==> src/rtl/cs3220_pkg.sv <==
// Shared types and constants for the cs3220 core front end.
package cs3220_pkg;

  // Instruction word presented to decode whenever no real instruction is available.
  localparam logic [31:0] NOP_INST = 32'h0000_0000;

  // Sequential fetch advances the PC by one 32-bit word.
  localparam logic [31:0] PC_INCR = 32'd4;

  // Payload carried from fetch to decode.
  typedef struct packed {
    logic        valid;
    logic [31:0] pc;
    logic [31:0] inst;
  } fetch_word_t;

  // Value of the fetch outputs while no instruction is present.
  localparam fetch_word_t FETCH_BUBBLE = '{valid: 1'b0, pc: 32'h0, inst: NOP_INST};

endpackage

==> src/rtl/fetch_skid.sv <==
// One-entry holding register that parks an in-flight instruction memory read
// while decode is stalled, so it can be replayed on release without a re-fetch.
module fetch_skid
  import cs3220_pkg::*;
(
  input  logic        i_clk,
  input  logic        i_reset,
  input  logic        clear,
  input  logic        load,
  input  logic        consume,
  input  logic [31:0] load_pc,
  input  logic [31:0] load_inst,
  output logic        valid,
  output fetch_word_t word
);

  logic        valid_q;
  logic [31:0] pc_q;
  logic [31:0] inst_q;

  // Occupancy flag: clear (reset or flush) beats load, load beats consume.
  always_ff @(posedge i_clk) begin
    if (i_reset || clear) begin
      valid_q <= 1'b0;
    end else if (load) begin
      valid_q <= 1'b1;
    end else if (consume) begin
      valid_q <= 1'b0;
    end
  end

  // Payload only changes on load; its contents are meaningless while empty.
  always_ff @(posedge i_clk) begin
    if (i_reset) begin
      pc_q   <= 32'h0;
      inst_q <= NOP_INST;
    end else if (load) begin
      pc_q   <= load_pc;
      inst_q <= load_inst;
    end
  end

  assign valid = valid_q;
  assign word  = '{valid: valid_q, pc: pc_q, inst: inst_q};

endmodule

==> src/rtl/fetch_stage.sv <==
// Instruction fetch stage: owns the PC, issues reads to the synchronous-read
// instruction memory and registers {valid, pc, inst} for decode. A skid entry
// keeps the read that was in flight when a stall arrived, so release resumes
// the stream with neither a bubble nor a duplicate.
module fetch_stage
  import cs3220_pkg::*;
#(
  parameter int          IMEM_AW  = 12,
  parameter logic [31:0] RESET_PC = 32'h0000_0000
) (
  input  logic               i_clk,
  input  logic               i_reset,
  output logic               imem_en,
  output logic [IMEM_AW-1:0] imem_addr,
  input  logic [31:0]        imem_rdata,
  input  logic               decode_stall,
  input  logic               decode_flush,
  input  logic [31:0]        i_redirect_pc,
  output logic               fetch_valid,
  output logic [31:0]        fetch_pc,
  output logic [31:0]        fetch_inst
);

  logic [31:0] pc_q;
  logic        f1_valid;
  logic [31:0] f1_pc;
  fetch_word_t out_q;
  fetch_word_t out_next;

  logic        do_flush;
  logic        do_stall;
  logic        do_run;
  logic        sk_valid;
  fetch_word_t sk_word;

  // Priority is reset > flush > stall > run; exactly one mode is active when not in reset.
  assign do_flush = !i_reset && decode_flush;
  assign do_stall = !i_reset && !decode_flush && decode_stall;
  assign do_run   = !i_reset && !decode_flush && !decode_stall;

  // A new read is issued only in run cycles; high PC bits alias onto the memory.
  assign imem_en   = do_run;
  assign imem_addr = pc_q[IMEM_AW+1:2];

  fetch_skid u_skid (
    .i_clk     (i_clk),
    .i_reset   (i_reset),
    .clear     (do_flush),
    .load      (do_stall && f1_valid && !sk_valid),
    .consume   (do_run && sk_valid),
    .load_pc   (f1_pc),
    .load_inst (imem_rdata),
    .valid     (sk_valid),
    .word      (sk_word)
  );

  // Output load source: skid first (it is older), then the read landing now, else a bubble.
  always_comb begin
    out_next = out_q;
    if (do_flush) begin
      out_next = FETCH_BUBBLE;
    end else if (do_run) begin
      if (sk_valid) begin
        out_next = '{valid: 1'b1, pc: sk_word.pc, inst: sk_word.inst};
      end else if (f1_valid) begin
        out_next = '{valid: 1'b1, pc: f1_pc, inst: imem_rdata};
      end else begin
        out_next = FETCH_BUBBLE;
      end
    end
  end

  // PC, in-flight request tracking and output registers.
  always_ff @(posedge i_clk) begin
    if (i_reset) begin
      pc_q     <= RESET_PC;
      f1_valid <= 1'b0;
      f1_pc    <= 32'h0;
      out_q    <= FETCH_BUBBLE;
    end else begin
      out_q <= out_next;
      if (do_flush) begin
        // Word-align the redirect target; the read landing this cycle is dropped.
        pc_q     <= i_redirect_pc & ~32'h3;
        f1_valid <= 1'b0;
      end else if (do_stall) begin
        // Any in-flight read has just been parked in the skid, so nothing stays in flight.
        f1_valid <= 1'b0;
      end else begin
        f1_valid <= 1'b1;
        f1_pc    <= pc_q;
        pc_q     <= pc_q + PC_INCR;
      end
    end
  end

  assign fetch_valid = out_q.valid;
  assign fetch_pc    = out_q.pc;
  assign fetch_inst  = out_q.inst;

endmodule
==> config.mk <==
export PLATFORM = sky130hd
export DESIGN_NAME = fetch_stage
export DESIGN_NICKNAME = d
export VERILOG_FILES = /design/src/rtl/cs3220_pkg.sv /design/src/rtl/fetch_skid.sv /design/src/rtl/fetch_stage.sv
export SDC_FILE = /design/constraint.sdc
export NUM_CORES = 1
export LEC_CHECK = 0
export CAP_MARGIN = 20
export CORE_ASPECT_RATIO = 0.8
export CORE_MARGIN = 1.5
export CORE_UTILIZATION = 47
export DETAILED_ROUTE_END_ITERATION = 7
export PLACE_DENSITY = 0.76
export RECOVER_POWER = 100
export SLEW_MARGIN = 20
export SYNTH_ARGS = -nofsm -noshare
export SYNTH_HDL_FRONTEND = slang
export SYNTH_SLANG_ARGS = --single-unit
==> constraint.sdc <==
create_clock -name i_clk -period 2 [get_ports i_clk]
set_input_delay 0.2 -clock i_clk [delete_from_list [all_inputs] [get_ports i_clk]]
set_output_delay 0.2 -clock i_clk [all_outputs]
set_load 0.02 [all_outputs]
==> flow_metrics.tcl, run 1 <==
set metrics [dict create \
    rsz0062_at_grt "false" \
    criticalPathCategory "reg -> reg" \
    area_delta_synth_final_pct 29.5 \
    crit_chain "ha_2 -> nand3_1 -> or3_4 -> or4b_1 -> a311oi_2" \
    drt-met1-wl_um 9880 \
    h-tree-depth 4 \
    maxSlewViolCount 0 \
    grt_pass1_vias 6964 \
    synth_top_cell_by_area "dfxtp_1" \
    utilization_pct 62.2 \
    ios 146 \
    cp_top_family "simple AND/OR/NAND/NOR gates" \
    worst-path-buf-inv 0 \
    overflow 0 \
    routedWlPerCell_um 14.8 \
    tns_ns 0 \
    drt_iter0_markers 524 \
    outcome "finished, final reports clean" \
    final_area_um2 10300 \
    synth-edff-count 0 \
    nets 1268 \
    max_stage_delay_ns 0.53 \
    dieArea_um2 17700 \
    wl_met3_um 1280 \
    synthCells 1072 \
    synth_xor_area_share_pct 1.32 \
    synth_cell_type_count 51 \
    setup_viol 0 \
    pre_cts_slack_ns -0.194 \
    drc_errors 0 \
    power.density_nw_per_um2 765 \
    critPathSlowestCell "or4b_1" \
    fill_cells 1477 \
    die_w_um 148 \
    holdBufCountCts 0 \
    antenna_found_initial 0 \
    vias_per_cell 5.33 \
    muxShareOfSynthArea_pct 0.126 \
    ys_seq_area_share_pct 47.1 \
    yosys_warnings 0 \
    root_buffer "clkbuf_16" \
    finalHoldViolations 0 \
    drt-total-wl_um 21100 \
    hold_class "in -> reg" \
    synth-main-ff-cell "dfxtp_1" \
    numPortBuffers 141 \
    dp.cells 1400 \
    drt-pass1-iter-count 5 \
    grt_max_degree 76 \
    synth-compound-area-share_pct 18.3 \
    synth-simple-area-share_pct 26.5 \
    worstMarginPinSlew_ns 0.631 \
    post-route-period-util_pct 96.0 \
    relSlewSlack_pct 57.9 \
    syn-cell-area_um2 7950 \
    maxCapViolCount 0 \
    cts.sinks 187 \
    crit_path_max_fanout 6 \
    place_congestion 0.886 \
    rows 42 \
    fin_skew_ns 0.00756 \
    synthTopCellsByArea "dfxtp_1 (47%), nand2_1 (16%), a21oi_1 (10%)" \
    async_reset_ff_share_pct 0 \
    period_needed_ns 1.92 \
    coreArea_um2 16600 \
    grt_pass1_wl_um 34700 \
    cts.path.max_buffers 2 \
    initial_core_util_pct 48.0 \
    worstPathRequired_ns 2.34 \
    yosysTopAreaCellShare_pct 47.1 \
    chipHeight_um 119 \
    dpl_cell_area_um2 9730 \
    synthAdderAreaFrac_pct 0.157 \
    ant_nets 0 \
    cp-end-kind "flop" \
    ir_drop_mv 0.743 \
    wl_met2_um 9690 \
    layout-drive-gt1-share_pct 8.84 \
    ys_seq_elements 187 \
    instances_no_fill 1431 \
    vias 7623 \
    max_freq_mhz 521 \
    routed.top_layer "met4" \
    dp_hpwl_um 14000 \
    setup_ws_ns 0.0802 \
    power.leakage_uw 0.00384 \
    clk_latency_ns 0.43 \
    cp-start-kind "flop" \
    numCtsBuffers 17 \
    arrival_ns 2.26 \
    cts_tree "built" \
    antenna_cells 0 \
    track_usage_pct 24.3 \
    synth_top_family_by_area "simple AND/OR/NAND/NOR gates" \
    cts.clk_slew.worst_paths_ns 0.06 \
    syn_area_per_cell_um2 7.42 \
]
[flip-flops by register name, summed over array words and instances (netlist names)]
signal         cells
pc_q              30
u_skid.valid       1
fetch_pc          30
fetch_valid        1
u_skid.inst_q     32
f1_valid           1
f1_pc             30
fetch_inst        32
u_skid.pc_q       30
[Yosys cell counts (7+ instances only)]
library cell and instances:
a211oi_1 8, a21oi_1 161, a311oi_1 12, buf_4 15
clkbuf_1 69, dfxtp_1 187, inv_1 7, nand2_1 334
nand3_1 10, nand4_1 12, nor2_1 91, nor4_1 7
o21ai_0 66, o31ai_1 8, or3_1 8, xnor2_1 8
[placed cells by master (no fill, tap or decap), types with 2 or more instances in the layout]
master and instances:
nor2_1 90, nor3_1 3, clkbuf_2 6, and2_1 2, clkinv_2 5, conb_1 2
or4b_1 2, xnor2_1 8, nor2b_1 3, nand4b_1 2, bufinv_16 3, clkbuf_1 5
and3_1 3, or3_1 6, nand3_1 9, a21oi_1 161, clkbuf_4 2, clkinv_4 2
nand4_1 12, inv_1 8, and4_1 3, a31oi_1 2, nor4_1 7, a2111oi_0 2
nand2_1 334, o21ai_0 66, buf_4 47, xor2_1 4, clkdlybuf4s50_1 67, or4_1 6
and4_2 2, o31ai_1 8, clkbuf_16 17, buf_12 6, a211oi_1 8, nand3b_1 2
dlygate4sd3_1 72, dfxtp_1 185, a311oi_1 11
[timing repair]
item | in CTS | in global routing
gates resized for setup | 2 | 4
pin swaps | 0 | 1
buffers inserted | 0 | 0
setup endpoints to repair | 2 | 4
[final cells by class]
type / instances / area (um2) / share of cell area (%)
Tap cell: 220 / 275 / 2.67
Clock buffer: 19 / 433 / 4.21
Inverter: 8 / 30.0 / 0.292
Sequential cell: 187 / 3750 / 36.4
Timing Repair Buffer: 204 / 1930 / 18.7
Multi-Input combinational cell: 781 / 3730 / 36.2
Clock inverter: 12 / 149 / 1.45
[worst min-delay path, cell delays in order]
cell and delay (ns):
buf_4 0.13, buf_12 0.19, a21oi_1 0.14
[final timing paths]
kind                              startpoint           end  slack [ns]  cells past startpoint
worst max-delay path                 pc_q[2]      pc_q[20]        0.08                      5
worst min-delay path                 i_reset     f1_pc[17]        0.30                      3
worst max register to register       pc_q[2]      pc_q[20]        0.08                      5
worst min register to register  fetch_pc[15]  fetch_pc[15]        0.44                      2
[power by group]
part | total [uW] | switching [uW] | internal (uW)
Combinational | 635 | 343 | 292
Clock | 3370 | 1420 | 1950
Sequential | 3860 | 66.6 | 3790
Total | 7870 | 1830 | 6040
[stage by stage]
step                power [uW]  hold slack [ns]
floorplan                 4270            0.336
global placement          4580            0.436
detailed placement        4580            0.440
CTS                       7920            0.280
global route              8150            0.289
finish                    7870            0.296
[cells by family after synthesis]
kind of cell    after synthesis
flops                       187
other cells                   1
xor+xnor                     12
simple gates                499
mux                           1
compound gates              266
fa+ha+maj                     1
buf+inv                     105
[layer usage]
| layer | GRT usage (%) | up-vias |
|---|---|---|
| met5 | 0 | - |
| met4 | 6.06 | 0 |
| met3 | 6.70 | 22 |
| met2 | 37.9 | 220 |
| met1 | 33.2 | 3537 |
| li1 | - | 3844 |
Power figures use the tool's default switching activity.
==> run 2, diff against run 1 <==
- CORE_UTILIZATION: 47 -> 54
- PLACE_DENSITY: 0.76 -> 0.82
- clock period: 2 -> 2.4 ns (I/O delays scaled with it)
==> run 2 against run 1 <==
  * Flip-flop and latch count unchanged
  * Critical endpoint is now imem_en
  * Core utilization up 7.8 points
  * Largest cell class unchanged
  * Design area down 2.5%
  * Clock power down 8.0%
  * Via count down 0.35%
  * Routed wire length down 2.3%
  * Register-to-register slack better by 0.14 ns
  * Cell count down 4.5%
  * Non-clock buffer count down 30
  * Sequential power down 16%
  * Hold slack better by 0.022 ns
==> flow_metrics.tcl, run 2 (synthesized netlist as in run 1, its figures left out) <==
set metrics [dict create \
    hp-start "i_reset" \
    cts.path.max_buffers 2 \
    vias_per_cell 5.56 \
    pwr-share-seq_pct 47.5 \
    ctsResizeCount 0 \
    area_delta_synth_final_pct 26.2 \
    setup_ws_ns 0.127 \
    numPortBuffers 141 \
    antenna_found_initial 0 \
    maxSlewViolCount 0 \
    drt-pass1-iter-count 8 \
    final_cell_mix "nand2_1 (334), dfxtp_1 (186), a21oi_1 (161)" \
    cp-end-kind "output pin" \
    tns_ns 0 \
    overflow 0 \
    setup_viol 0 \
    nets 1238 \
    holdPathStages 3 \
    pre_cts_slack_ns 0.147 \
    outcome "finished, final reports clean" \
    post-route-period-util_pct 94.7 \
    combinationalPowerShare_pct 6.9 \
    period_needed_ns 2.27 \
    hold_ws_ns 0.319 \
    ant_nets 0 \
    holdBufCountCts 0 \
    use_met1_pct 36.6 \
    numCtsBuffers 17 \
    chipHeight_um 112 \
    cts.sinks 187 \
    final_common_cell "nand2_1" \
    vias 7596 \
    dieArea_um2 15500 \
    hold_class "in -> reg" \
    maxCapViolCount 0 \
    finalHoldViolations 0 \
    fin_skew_ns 0.00999 \
    cp-start-kind "input pin" \
    cts_tree "built" \
    r2r_start "f1_valid" \
    initial_core_util_pct 55.4 \
    place_congestion 0.906 \
    drc_errors 0 \
    use_met2_pct 43.6 \
    r2r-end "fetch_pc[8]" \
    post_cts_buffers 0 \
    drt_iter0_markers 564 \
    grt_pass1_vias 6879 \
    max_freq_mhz 440 \
    ir_drop_mv 0.620 \
    antenna_cells 0 \
    hold_end "u_skid.pc_q[17]" \
    intPower_uw 5250 \
    sw_frac_of_total_pct 22.9 \
    power.density_nw_per_um2 679 \
    grt.busiest_layer "met2" \
    clk_latency_ns 0.42 \
    coreArea_um2 14300 \
    worstPathRequired_ns 2.16 \
    dp_hpwl_um 13100 \
    p_clk_share_pct 45.6 \
    total_power_uw 6810 \
    grt_pass1_wl_um 34000 \
    h-tree-depth 4 \
    cts.clk_slew.worst_paths_ns 0.07 \
    power.leakage_uw 0.00370 \
    worstMarginPinSlew_ns 1.02 \
    worst-r2r-setup-slack_ns 0.22 \
    criticalPathCategory "in -> out" \
    routedWlPerCell_um 15.1 \
    crit_path_max_fanout 6 \
    drt-total-wl_um 20600 \
    relSlewSlack_pct 31.8 \
    rows 39 \
    root_buffer "clkbuf_16" \
    use_met3_pct 4.99 \
    r2r_cells 5 \
    die_w_um 139 \
    switchingPower_uw 1560 \
    layout-drive-gt1-share_pct 6.01 \
    track_usage_pct 26.9 \
    rsz0062_at_grt "false" \
    ios 146 \
    grt_max_degree 66 \
    arrival_ns 2.03 \
]
run 2: changes by cell type in the layout (fill, tap and decap cells not counted), sizes merged:
cell / before / now
clkinvlp: 1 / 3
clkinv: 7 / 1
clkdlybuf4s50: 67 / 64
dlygate4sd3: 72 / 76
inv: 9 / 11
buf: 53 / 25
bufinv: 3 / 4
dlygate4sd2: 1 / 0
run 2: power groups by stage:
stage	Sequential, uW	Clock [uW]	Combinational, uW
floorplan	3290	0	268
global placement	3300	0	475
detailed placement	3300	0	480
CTS	3230	3130	484
global route	3240	3290	512
finish	3240	3100	471
run 2: final cells by class:
type | count | area, um2
flip-flops and latches | 187 | 3750
multi-input cells | 781 | 3710
clock inverters | 11 | 178
well taps | 184 | 230
fillers | 1212 | 4310
repair buffers | 174 | 1660
inverters | 8 | 30.0
clock buffers | 21 | 482
run 2: stage by stage:
stage | area [um2] | instances | utilization, %
4_1_cts | 10100 | 1366 | 70.4
5_1_grt | 10000 | 1366 | 69.9
3_3_place_gp | 9440 | 1334 | 65.8
3_5_place_dp | 9440 | 1334 | 65.8
6_report | 10000 | 1366 | 69.9
2_1_floorplan | 7950 | 1073 | -
run 2: how the worst max path moves through the flow:
stage,startpoint,endpoint,cells after the start
2_1_floorplan,pc_q[2],pc_q[20],6
3_3_place_gp,decode_stall,imem_en,4
3_5_place_dp,decode_stall,pc_q[29],5
4_1_cts,decode_stall,imem_en,4
5_1_grt,decode_stall,imem_en,4
6_report,decode_stall,imem_en,4
run 2: per-layer routing:
layer / part of all wire [%] / vias to the layer above
li1: - / 3777
met1: 45 / 3531
met2: 47 / 252
met3: 6.2 / 36
met4: 1.7 / 0
met5: 0 / -
run 2: critical path: stages:
cell             delay (ns)
clkdlybuf4s50_1        0.50
or3_2                  0.51
inv_1                  0.10
dlygate4sd3_1          0.67
